--- src/rtl/de_stage_if.sv ---
// rtl/de_stage_if.sv - fetch/write-back/EX-side signal bundle for the decode stage
interface de_stage_if #(
  parameter int DATA_W = 32,
  parameter int ADDR_W = 8
);
  logic              validIn_DE;
  logic              stall_DE;
  logic [5:0]        op_DE;
  logic [4:0]        rsDE;
  logic [4:0]        rtDE;
  logic [4:0]        rdDE;
  logic [4:0]        shamtDE;
  logic [5:0]        functDE;
  logic [ADDR_W-1:0] instAddrDE;
  logic              wbEnDE;
  logic [4:0]        wbAddrDE;
  logic [DATA_W-1:0] wbDataDE;

  logic              validOut_DE;
  logic [DATA_W-1:0] rsDataDE;
  logic [DATA_W-1:0] rtDataDE;
  logic [DATA_W-1:0] immDE;
  logic [4:0]        shamtOutDE;
  logic [4:0]        destRegDE;
  logic [3:0]        aluOpDE;
  logic              aluSrcDE;
  logic              regWriteDE;
  logic              memReadDE;
  logic              memWriteDE;
  logic              illegalDE;
  logic [ADDR_W-1:0] pcOutDE;

  modport master (
    output validIn_DE, stall_DE, op_DE, rsDE, rtDE, rdDE, shamtDE, functDE,
           instAddrDE, wbEnDE, wbAddrDE, wbDataDE,
    input  validOut_DE, rsDataDE, rtDataDE, immDE, shamtOutDE, destRegDE,
           aluOpDE, aluSrcDE, regWriteDE, memReadDE, memWriteDE, illegalDE, pcOutDE
  );

  modport slave (
    input  validIn_DE, stall_DE, op_DE, rsDE, rtDE, rdDE, shamtDE, functDE,
           instAddrDE, wbEnDE, wbAddrDE, wbDataDE,
    output validOut_DE, rsDataDE, rtDataDE, immDE, shamtOutDE, destRegDE,
           aluOpDE, aluSrcDE, regWriteDE, memReadDE, memWriteDE, illegalDE, pcOutDE
  );
endinterface

--- src/rtl/de_stage.sv ---
// rtl/de_stage.sv - decode stage: register file, control decode, EX pipeline register
module de_stage #(
  parameter int DATA_W = 32,
  parameter int ADDR_W = 8
) (
  input logic    clk_DE,
  input logic    rst_DE,
  de_stage_if.slave bus
);
  localparam logic [5:0] OP_RTYPE = 6'b000000;
  localparam logic [5:0] OP_ADDI  = 6'b001000;
  localparam logic [5:0] OP_ANDI  = 6'b001100;
  localparam logic [5:0] OP_ORI   = 6'b001101;
  localparam logic [5:0] OP_LW    = 6'b100011;
  localparam logic [5:0] OP_SW    = 6'b101011;

  localparam logic [3:0] ALU_ADD = 4'd0;
  localparam logic [3:0] ALU_SUB = 4'd1;
  localparam logic [3:0] ALU_AND = 4'd2;
  localparam logic [3:0] ALU_OR  = 4'd3;
  localparam logic [3:0] ALU_SLT = 4'd4;
  localparam logic [3:0] ALU_SLL = 4'd5;
  localparam logic [3:0] ALU_NOP = 4'd7;

  logic [DATA_W-1:0] regFile [32];

  always_ff @(posedge clk_DE) begin
    if (rst_DE) begin
      for (int i = 0; i < 32; i++) regFile[i] <= '0;
    end else if (bus.wbEnDE && bus.wbAddrDE != 5'd0) begin
      regFile[bus.wbAddrDE] <= bus.wbDataDE;
    end
  end

  // Same-cycle write-back is forwarded so the captured operand is never stale.
  logic [DATA_W-1:0] rsRead, rtRead;
  always_comb begin
    rsRead = '0;
    rtRead = '0;
    if (bus.rsDE != 5'd0)
      rsRead = (bus.wbEnDE && bus.wbAddrDE == bus.rsDE) ? bus.wbDataDE : regFile[bus.rsDE];
    if (bus.rtDE != 5'd0)
      rtRead = (bus.wbEnDE && bus.wbAddrDE == bus.rtDE) ? bus.wbDataDE : regFile[bus.rtDE];
  end

  logic [15:0]       immRaw;
  logic [DATA_W-1:0] immSext, immZext;
  logic              allZero;
  assign immRaw  = {bus.rdDE, bus.shamtDE, bus.functDE};
  assign immSext = {{(DATA_W-16){immRaw[15]}}, immRaw};
  assign immZext = {{(DATA_W-16){1'b0}}, immRaw};
  assign allZero = (bus.op_DE == 6'd0) && (bus.rsDE == 5'd0) && (bus.rtDE == 5'd0) &&
                   (immRaw == 16'd0);

  logic              dValid, dAluSrc, dRegWrite, dMemRead, dMemWrite, dIllegal;
  logic [3:0]        dAluOp;
  logic [4:0]        dDest;
  logic [DATA_W-1:0] dImm;

  always_comb begin
    dValid    = 1'b1;
    dImm      = immSext;
    dDest     = 5'd0;
    dAluOp    = ALU_NOP;
    dAluSrc   = 1'b0;
    dRegWrite = 1'b0;
    dMemRead  = 1'b0;
    dMemWrite = 1'b0;
    dIllegal  = 1'b0;
    case (bus.op_DE)
      OP_RTYPE: begin
        if (!allZero) begin
          dDest     = bus.rdDE;
          dRegWrite = (bus.rdDE != 5'd0);
          case (bus.functDE)
            6'b100000: dAluOp = ALU_ADD;
            6'b100010: dAluOp = ALU_SUB;
            6'b100100: dAluOp = ALU_AND;
            6'b100101: dAluOp = ALU_OR;
            6'b101010: dAluOp = ALU_SLT;
            6'b000000: dAluOp = ALU_SLL;
            default:   dIllegal = 1'b1;
          endcase
        end
      end
      OP_ADDI, OP_ANDI, OP_ORI, OP_LW: begin
        dDest     = bus.rtDE;
        dAluSrc   = 1'b1;
        dRegWrite = (bus.rtDE != 5'd0);
        case (bus.op_DE)
          OP_ANDI: begin dAluOp = ALU_AND; dImm = immZext; end
          OP_ORI:  begin dAluOp = ALU_OR;  dImm = immZext; end
          OP_LW:   begin dAluOp = ALU_ADD; dMemRead = 1'b1; end
          default: dAluOp = ALU_ADD;
        endcase
      end
      OP_SW: begin
        dAluOp    = ALU_ADD;
        dAluSrc   = 1'b1;
        dMemWrite = 1'b1;
      end
      default: dIllegal = 1'b1;
    endcase
  end

  logic              vOut, aSrc, rWr, mRd, mWr, ill;
  logic [DATA_W-1:0] rsQ, rtQ, immQ;
  logic [4:0]        shQ, destQ;
  logic [3:0]        aluQ;
  logic [ADDR_W-1:0] pcQ;

  // An illegal slot carries no payload, only the flag, so EX sees a clean bubble.
  always_ff @(posedge clk_DE) begin
    if (rst_DE) begin
      vOut <= 1'b0; rsQ <= '0; rtQ <= '0; immQ <= '0; shQ <= '0; destQ <= '0;
      aluQ <= '0; aSrc <= 1'b0; rWr <= 1'b0; mRd <= 1'b0; mWr <= 1'b0;
      ill <= 1'b0; pcQ <= '0;
    end else if (bus.stall_DE) begin
      vOut <= vOut;
    end else if (!bus.validIn_DE || dIllegal) begin
      vOut <= 1'b0; rsQ <= '0; rtQ <= '0; immQ <= '0; shQ <= '0; destQ <= '0;
      aluQ <= ALU_NOP; aSrc <= 1'b0; rWr <= 1'b0; mRd <= 1'b0; mWr <= 1'b0;
      ill <= bus.validIn_DE && dIllegal; pcQ <= '0;
    end else begin
      vOut <= dValid; rsQ <= rsRead; rtQ <= rtRead; immQ <= dImm;
      shQ <= bus.shamtDE; destQ <= dDest; aluQ <= dAluOp; aSrc <= dAluSrc;
      rWr <= dRegWrite; mRd <= dMemRead; mWr <= dMemWrite; ill <= 1'b0;
      pcQ <= bus.instAddrDE;
    end
  end

  assign bus.validOut_DE = vOut;
  assign bus.rsDataDE    = rsQ;
  assign bus.rtDataDE    = rtQ;
  assign bus.immDE       = immQ;
  assign bus.shamtOutDE  = shQ;
  assign bus.destRegDE   = destQ;
  assign bus.aluOpDE     = aluQ;
  assign bus.aluSrcDE    = aSrc;
  assign bus.regWriteDE  = rWr;
  assign bus.memReadDE   = mRd;
  assign bus.memWriteDE  = mWr;
  assign bus.illegalDE   = ill;
  assign bus.pcOutDE     = pcQ;
endmodule

--- src/flat_wrapper.sv ---
// flat-port wrapper written by rule: the top's interface ports become plain ports
module de_stage_flat 
#(
  parameter int DATA_W = 32,
  parameter int ADDR_W = 8
)
  (clk_DE, rst_DE, bus_validIn_DE, bus_stall_DE, bus_op_DE, bus_rsDE, bus_rtDE, bus_rdDE, bus_shamtDE, bus_functDE, bus_instAddrDE, bus_wbEnDE, bus_wbAddrDE, bus_wbDataDE, bus_validOut_DE, bus_rsDataDE, bus_rtDataDE, bus_immDE, bus_shamtOutDE, bus_destRegDE, bus_aluOpDE, bus_aluSrcDE, bus_regWriteDE, bus_memReadDE, bus_memWriteDE, bus_illegalDE, bus_pcOutDE);
  de_stage_if #(.DATA_W(DATA_W), .ADDR_W(ADDR_W)) bus_i ();
  input logic clk_DE;
  input logic rst_DE;
  input wire logic [$bits(bus_i.validIn_DE)-1:0] bus_validIn_DE;
  input wire logic [$bits(bus_i.stall_DE)-1:0] bus_stall_DE;
  input wire logic [$bits(bus_i.op_DE)-1:0] bus_op_DE;
  input wire logic [$bits(bus_i.rsDE)-1:0] bus_rsDE;
  input wire logic [$bits(bus_i.rtDE)-1:0] bus_rtDE;
  input wire logic [$bits(bus_i.rdDE)-1:0] bus_rdDE;
  input wire logic [$bits(bus_i.shamtDE)-1:0] bus_shamtDE;
  input wire logic [$bits(bus_i.functDE)-1:0] bus_functDE;
  input wire logic [$bits(bus_i.instAddrDE)-1:0] bus_instAddrDE;
  input wire logic [$bits(bus_i.wbEnDE)-1:0] bus_wbEnDE;
  input wire logic [$bits(bus_i.wbAddrDE)-1:0] bus_wbAddrDE;
  input wire logic [$bits(bus_i.wbDataDE)-1:0] bus_wbDataDE;
  output wire logic [$bits(bus_i.validOut_DE)-1:0] bus_validOut_DE;
  output wire logic [$bits(bus_i.rsDataDE)-1:0] bus_rsDataDE;
  output wire logic [$bits(bus_i.rtDataDE)-1:0] bus_rtDataDE;
  output wire logic [$bits(bus_i.immDE)-1:0] bus_immDE;
  output wire logic [$bits(bus_i.shamtOutDE)-1:0] bus_shamtOutDE;
  output wire logic [$bits(bus_i.destRegDE)-1:0] bus_destRegDE;
  output wire logic [$bits(bus_i.aluOpDE)-1:0] bus_aluOpDE;
  output wire logic [$bits(bus_i.aluSrcDE)-1:0] bus_aluSrcDE;
  output wire logic [$bits(bus_i.regWriteDE)-1:0] bus_regWriteDE;
  output wire logic [$bits(bus_i.memReadDE)-1:0] bus_memReadDE;
  output wire logic [$bits(bus_i.memWriteDE)-1:0] bus_memWriteDE;
  output wire logic [$bits(bus_i.illegalDE)-1:0] bus_illegalDE;
  output wire logic [$bits(bus_i.pcOutDE)-1:0] bus_pcOutDE;
  assign bus_i.validIn_DE = bus_validIn_DE;
  assign bus_i.stall_DE = bus_stall_DE;
  assign bus_i.op_DE = bus_op_DE;
  assign bus_i.rsDE = bus_rsDE;
  assign bus_i.rtDE = bus_rtDE;
  assign bus_i.rdDE = bus_rdDE;
  assign bus_i.shamtDE = bus_shamtDE;
  assign bus_i.functDE = bus_functDE;
  assign bus_i.instAddrDE = bus_instAddrDE;
  assign bus_i.wbEnDE = bus_wbEnDE;
  assign bus_i.wbAddrDE = bus_wbAddrDE;
  assign bus_i.wbDataDE = bus_wbDataDE;
  assign bus_validOut_DE = bus_i.validOut_DE;
  assign bus_rsDataDE = bus_i.rsDataDE;
  assign bus_rtDataDE = bus_i.rtDataDE;
  assign bus_immDE = bus_i.immDE;
  assign bus_shamtOutDE = bus_i.shamtOutDE;
  assign bus_destRegDE = bus_i.destRegDE;
  assign bus_aluOpDE = bus_i.aluOpDE;
  assign bus_aluSrcDE = bus_i.aluSrcDE;
  assign bus_regWriteDE = bus_i.regWriteDE;
  assign bus_memReadDE = bus_i.memReadDE;
  assign bus_memWriteDE = bus_i.memWriteDE;
  assign bus_illegalDE = bus_i.illegalDE;
  assign bus_pcOutDE = bus_i.pcOutDE;
  de_stage #(.DATA_W(DATA_W), .ADDR_W(ADDR_W)) u_core (.clk_DE(clk_DE), .rst_DE(rst_DE), .bus(bus_i));
endmodule
--- config.mk ---
export PLATFORM = sky130hd
export DESIGN_NAME = de_stage_flat
export DESIGN_NICKNAME = d
export VERILOG_FILES = /design/src/rtl/de_stage_if.sv /design/src/rtl/de_stage.sv /design/src/flat_wrapper.sv
export SDC_FILE = /design/constraint.sdc
export NUM_CORES = 2
export LEC_CHECK = 0
export CORE_MARGIN = 10
export CORE_UTILIZATION = 58
export DETAILED_ROUTE_END_ITERATION = 7
export DONT_BUFFER_PORTS = 1
export PLACE_DENSITY = 0.75
export SLEW_MARGIN = 40
export SYNTH_ARGS = -nofsm -noshare
export SYNTH_HDL_FRONTEND = slang
export SYNTH_SLANG_ARGS = --single-unit
--- constraint.sdc ---
create_clock -name clk_DE -period 2.7 [get_ports clk_DE]
set_clock_uncertainty 0.05 [all_clocks]
set_input_delay 0.54 -clock clk_DE [delete_from_list [all_inputs] [get_ports clk_DE]]
set_output_delay 0.54 -clock clk_DE [all_outputs]
set_load 0.005 [all_outputs]
* Yosys cells after proc, flatten, opt, wreduce, memory -nomap -nowiden
Memory sizes are Yosys's and may differ from the RTL's. Cells that the tools add are included.
Storage, ports and cells: register bits after elaboration 124, bits in writable memories 1024, bits of input ports 82, word-level logic and storage cells 91, memories kept 1
Operators by class: equal/unequal tests 12, multiplexer cells 42, reduce and logical (&&, ||, !) cells 23
Memories:
- u_core.regFile | depth 32, width 32, rd ports 2, clocked after Yosys merged registers in 0, wr ports 32, line de_stage.sv:25 | logic [DATA_W-1:0] regFile [32];
Operator list (count):
- 32-bit 2-to-1 mux | 10
- 6-bit == test (second input constant) | 7
- 32-bit OR reduction | 1
- 5-bit 2-to-1 mux | 4
- 5-bit nonzero test | 4
- 1-bit 2-to-1 mux | 19
- 6-bit by 4-bit == test with 1-bit output (second input constant) | 3
- 3-bit one-hot mux with 6 select lines | 1
- 16-bit zero test | 1
- 6-bit zero test | 2
- 4-bit one-hot mux with 3 select lines | 1
- 5-bit == test | 2
- 5-bit zero test | 2
- 5-bit one-hot mux with 2 select lines | 1
- 4-bit 2-to-1 mux | 2
- 8-bit 2-to-1 mux | 1
- 1-bit logical AND | 7
- 6-bit OR reduction | 1
- 5-bit OR reduction | 1
- 1-bit one-hot mux with 2 select lines | 2
- 2-bit one-hot mux with 2 select lines | 1
- 4-bit OR reduction | 1
- 2-bit OR reduction | 1
- 1-bit zero test | 1
- 1-bit logical OR | 1

* Longest topological paths before layout
word-level depth 8, depth in mapped cells 11, depth with buffers taken out 6

* Worst setup path before layout
OpenSTA, ideal clock, no wires.
kind in2reg, start input bus_rsDE[1], end register u_core.rsQ[31], in the netlist u_core.bus.rsDataDE[31], setup time 0.122 ns, data arrival time 2.531 ns, path slack -0.003 ns, stages on the path 8, buffers on the path 3, path through buf_2 > clkbuf_1 > buf_1 > mux4_2 > mux4_2 > nand2_1 > o221ai_1 > a221o_1
On the way: word-level cells in the longest chain between the ends 8, elaborated cells between the ends (all ways) 14, classes of those cells eq/ne (1); mux (5); reduce/logical (7); memory (1)
RTL lines:
- start, declared | line flat_wrapper.sv:14 | input wire logic [$bits(bus_i.rsDE)-1:0] bus_rsDE;
- parallel branches: the longest is 7 deep, another holds memory 32 x 32 bit
- 32-bit 2-to-1 mux (*) | line de_stage.sv:120 | end else if (!bus.validIn_DE || dIllegal) begin
- end signal, assigned | line de_stage.sv:125 | vOut <= dValid; rsQ <= rsRead; rtQ <= rtRead; immQ <= dImm;
- end, declared | line de_stage.sv:107 | logic [DATA_W-1:0] rsQ, rtQ, immQ;
Every way passes the cells marked *. A chain may end at the register's enable or synchronous reset.

* Worst setup path after layout
start input bus_rtDE[0], end register u_core.rtQ[18], in the netlist u_core.bus.rtDataDE[18]
On the way: word-level cells in the longest chain between the ends 7, elaborated cells between the ends (all ways) 13, classes of those cells eq/ne (1); mux (5); reduce/logical (6); memory (1)
RTL lines:
- start, declared | line flat_wrapper.sv:15 | input wire logic [$bits(bus_i.rtDE)-1:0] bus_rtDE;
- parallel branches: the longest is 6 deep, another holds memory 32 x 32 bit
- 32-bit 2-to-1 mux (*) | line de_stage.sv:120
- end signal, assigned | line de_stage.sv:125
- end, declared | line de_stage.sv:107
Marked as above.

==> summary.txt <==
Place
  – DP Area: 60,600 µm²
  – DP HPWL: 110,000 µm
  – GPL Wtd Cong: 0.885
  – Dpl cells: 5,015
  – PortBufs: 0

Final layout
  – Share of layout cells above drive strength 1: 24.3%
  – Fin cells: 5,315
  – Fillers: 6,970
  – # nets final: 3,934
  – Area Overhead vs Synth: 10.7%
  – Multi-input combinational cell area: 24,500 µm²
  – FF+latch area: 32,800 µm²
  – Fin area: 65,200 µm²

Timing
  – Final setup viols: 0
  – Max Clock Freq: 0.381 GHz
  – Tmin final: 2620 ps
  – Worst hold slack: 32.9 ps
  – Slew Viols, Final: 0
  – Worst slew margin: 16.5%
  – Final Hold Vio Count: 0
  – RSZ-0062 raised after global routing: no
  – Slew of the pin with the lowest slew margin: 1250 ps
  – Final TNS setup: 0 ps
  – Final worst path period share: 97.1%

Detailed routing
  – DRC Markers: 0
  – Final wirelength: 203,000 µm
  – Via Count: 38,900
  – Vias per cell: 7.31
  – WL per Instance: 38.2 µm
  – Drt initial violations: 7,109
  – Antenna viol nets, final: 0
  – Detailed Routing Iterations Pass 1: 7

Logic synthesis
  – Synth area leaders: edfxtp_1, mux4_2, and2_1
  – Post-synth EDFFs: 1,024
  – Top_reg_cell synth: edfxtp_1
  – Seq/Total Area, Yosys: 55.7%
  – Cell variety after synth: 59
  – Post-synth ARST share: 0%
  – Register bit total from synthesis: 1,127
  – Syn Inst Count: 3,919
  – Biggest area consumer among synthesized cells: edfxtp_1
  – Post-Syn Area: 58,900 µm²
  – Post-synth top area share: 52.2%
  – Syn_area_per_cell: 15.0 µm²
  – Synth warn: 0

Worst hold path
  – Hold Crit Class: in2reg
  – Hold Path Depth: 2

Power and ir drop
  – Leak Pwr: 22.7 nW
  – Pwr Total: 40.6 mW
  – VDD IR max: 0.000601 V
  – PD cells: 622 nW/µm²

Critical path
  – Critical path class: in2reg
  – Worst EP required: 3230 ps
  – CP Launch Type: input pin
  – Critical Path AT: 3150 ps
  – R2R depth: 6
  – Worst-path fanout max: 35
  – CP Capture Type: flip-flop

Floorplanning
  – Core area: 100,000 µm²
  – Die area: 115,000 µm²
  – Num rows: 116
  – Chip height: 339 µm
  – I/O pin count: 206
  – Chip Width: 339 µm
  – Initial Utilization: 58.7%

GRT
  – GRT Total Usage: 34.3%
  – First-pass GRT wire length: 283,000 µm
  – Largest net degree at the start of global routing: 294
  – Initial antenna violation count: 15
  – Grt total ovfl: 0
  – Vias in the first global route: 37,600

Flow run
  – Max_cap viols: 0

CTS
  – H-Tree Depth: 3
  – Cts bufs inserted: 112
  – Clock Path Buffers: 3
  – Setup bufs post-CTS: 0
  – TritonCTS clock tree: yes
  – Clock Pin Slew Worst Setup and Hold Paths: 70 ps
  – TritonCTS Sinks: 1,127
  – PostCTS Resize Cnt: 0
  – Root Driver: clkbuf_16
  – Worst skew pair latency: 720 ps

Status
  – Status: finished clean
==> registers in the layout, summed over array words and instances, names as in the netlist, 3 cells and up <==
signal,count
u_core.bus.aluOpDE,3
u_core.bus.destRegDE,5
u_core.bus.immDE,13
u_core.bus.pcOutDE,8
u_core.bus.rsDataDE,32
u_core.bus.rtDataDE,32
u_core.bus.shamtOutDE,4
u_core.regFile,1024
==> final cells by class <==
type	count	area share [%]
antenna	7	0.0269
clock buffer	152	4.75
clock inverter	61	0.994
inverter	7	0.0403
multi-input combinational	2376	37.6
sequential	1127	50.3
tap	1357	2.60
timing repair buffer	228	3.70
==> worst paths after layout <==
kind                    startpoint                       to  slack [ps]
max                    bus_rtDE[0]  u_core.bus.rtDataDE[18]          80
max reg2reg  u_core.regFile[30][1]   u_core.bus.rtDataDE[1]         170
min reg2reg   u_core.bus.illegalDE     u_core.bus.illegalDE         450
min               bus_wbDataDE[26]  u_core.bus.rtDataDE[26]          30
==> Yosys cell counts, types with 11 or more instances <==
master	instances
a211oi_1	20
a21boi_0	14
a21oi_1	15
a221o_1	32
a221oi_1	42
a22oi_1	25
and2_1	1024
buf_1	31
buf_2	64
buf_4	35
clkbuf_1	298
dfxtp_1	103
edfxtp_1	1024
mux2_2	33
mux2i_1	171
mux4_1	36
mux4_2	485
nand2_1	114
nor2_1	71
nor2b_1	17
o21ai_0	22
o221ai_1	40
o22ai_1	34
o311ai_0	11
or2_2	33
==> layer usage <==
layer  global-route usage [%]  vias up  wire length [µm]
met5                        0        -               125
met4                     15.5        8             11100
met3                     14.1      700             34700
met2                     51.1     3688             90400
met1                     43.7    19500             66900
li1                         -    14900                 -
==> worst max-delay path: stages <==
cell and delay (ps):
buf_16 250, buf_16 250, buf_16 270, buf_16 270
mux4_2 540, mux2i_1 380, a221oi_1 160, a222oi_1 270
a211oi_1 90
==> cell usage in the layout (no fill, tap or decap), types with 15 or more instances in the layout <==
cell,Yosys,routed
nor2_4,0,32
o21ai_0,22,22
clkbuf_16,0,122
dfxtp_1,103,102
a221oi_1,42,42
mux4_1,36,36
nor2_1,71,39
a221o_1,32,32
nand2_1,114,114
o221ai_1,40,40
mux2i_1,171,171
nor2b_1,17,15
a211oi_1,20,20
clkinv_2,0,22
dlygate4sd3_1,0,34
clkbuf_1,298,28
mux4_2,485,485
a21oi_1,15,15
buf_4,35,115
o22ai_1,34,34
and2_1,1024,1024
buf_2,64,30
a22oi_1,25,25
buf_12,2,34
mux2_2,33,33
or2_2,33,33
conb_1,1,33
edfxtp_1,1024,1024
==> timing repair <==
action                                  in CTS  in global routing
hold buffers                                67                  0
endpoints found under the setup margin       0                 23
hold endpoints to repair                  1099                  0
==> power breakdown <==
group	internal, mW	leakage (nW)	switching (mW)
clock network	9.11	1.82	6.94
registers	19.9	10.6	0.476
logic	2.02	10.2	2.14
==> metrics by stage <==
step           util (%)  setup WS, ps
2_1_floorplan         -          1.29
3_3_place_gp       60.3          47.9
3_5_place_dp       60.3         -24.8
4_1_cts            64.8           248
5_1_grt            64.9          36.5
6_report           64.9          78.3
==> logic make-up (layout without fill, tap and decap cells) <==
kind of cell / Yosys count / in the layout / share of synthesized area [%]
and+or+nand+nor: 1317 / 1317 / 13.2
DFF: 1127 / 1127 / 55.7
muxes: 725 / 725 / 23.7
buffers and inverters: 448 / 448 / 3.40
AOI/OAI and AO/OA: 291 / 291 / 3.87
xor gates and xnor gates: 10 / 10 / 0.149
other: 1 / 40 / 0.00636
Note: power is estimated with default switching activity, not from simulation.
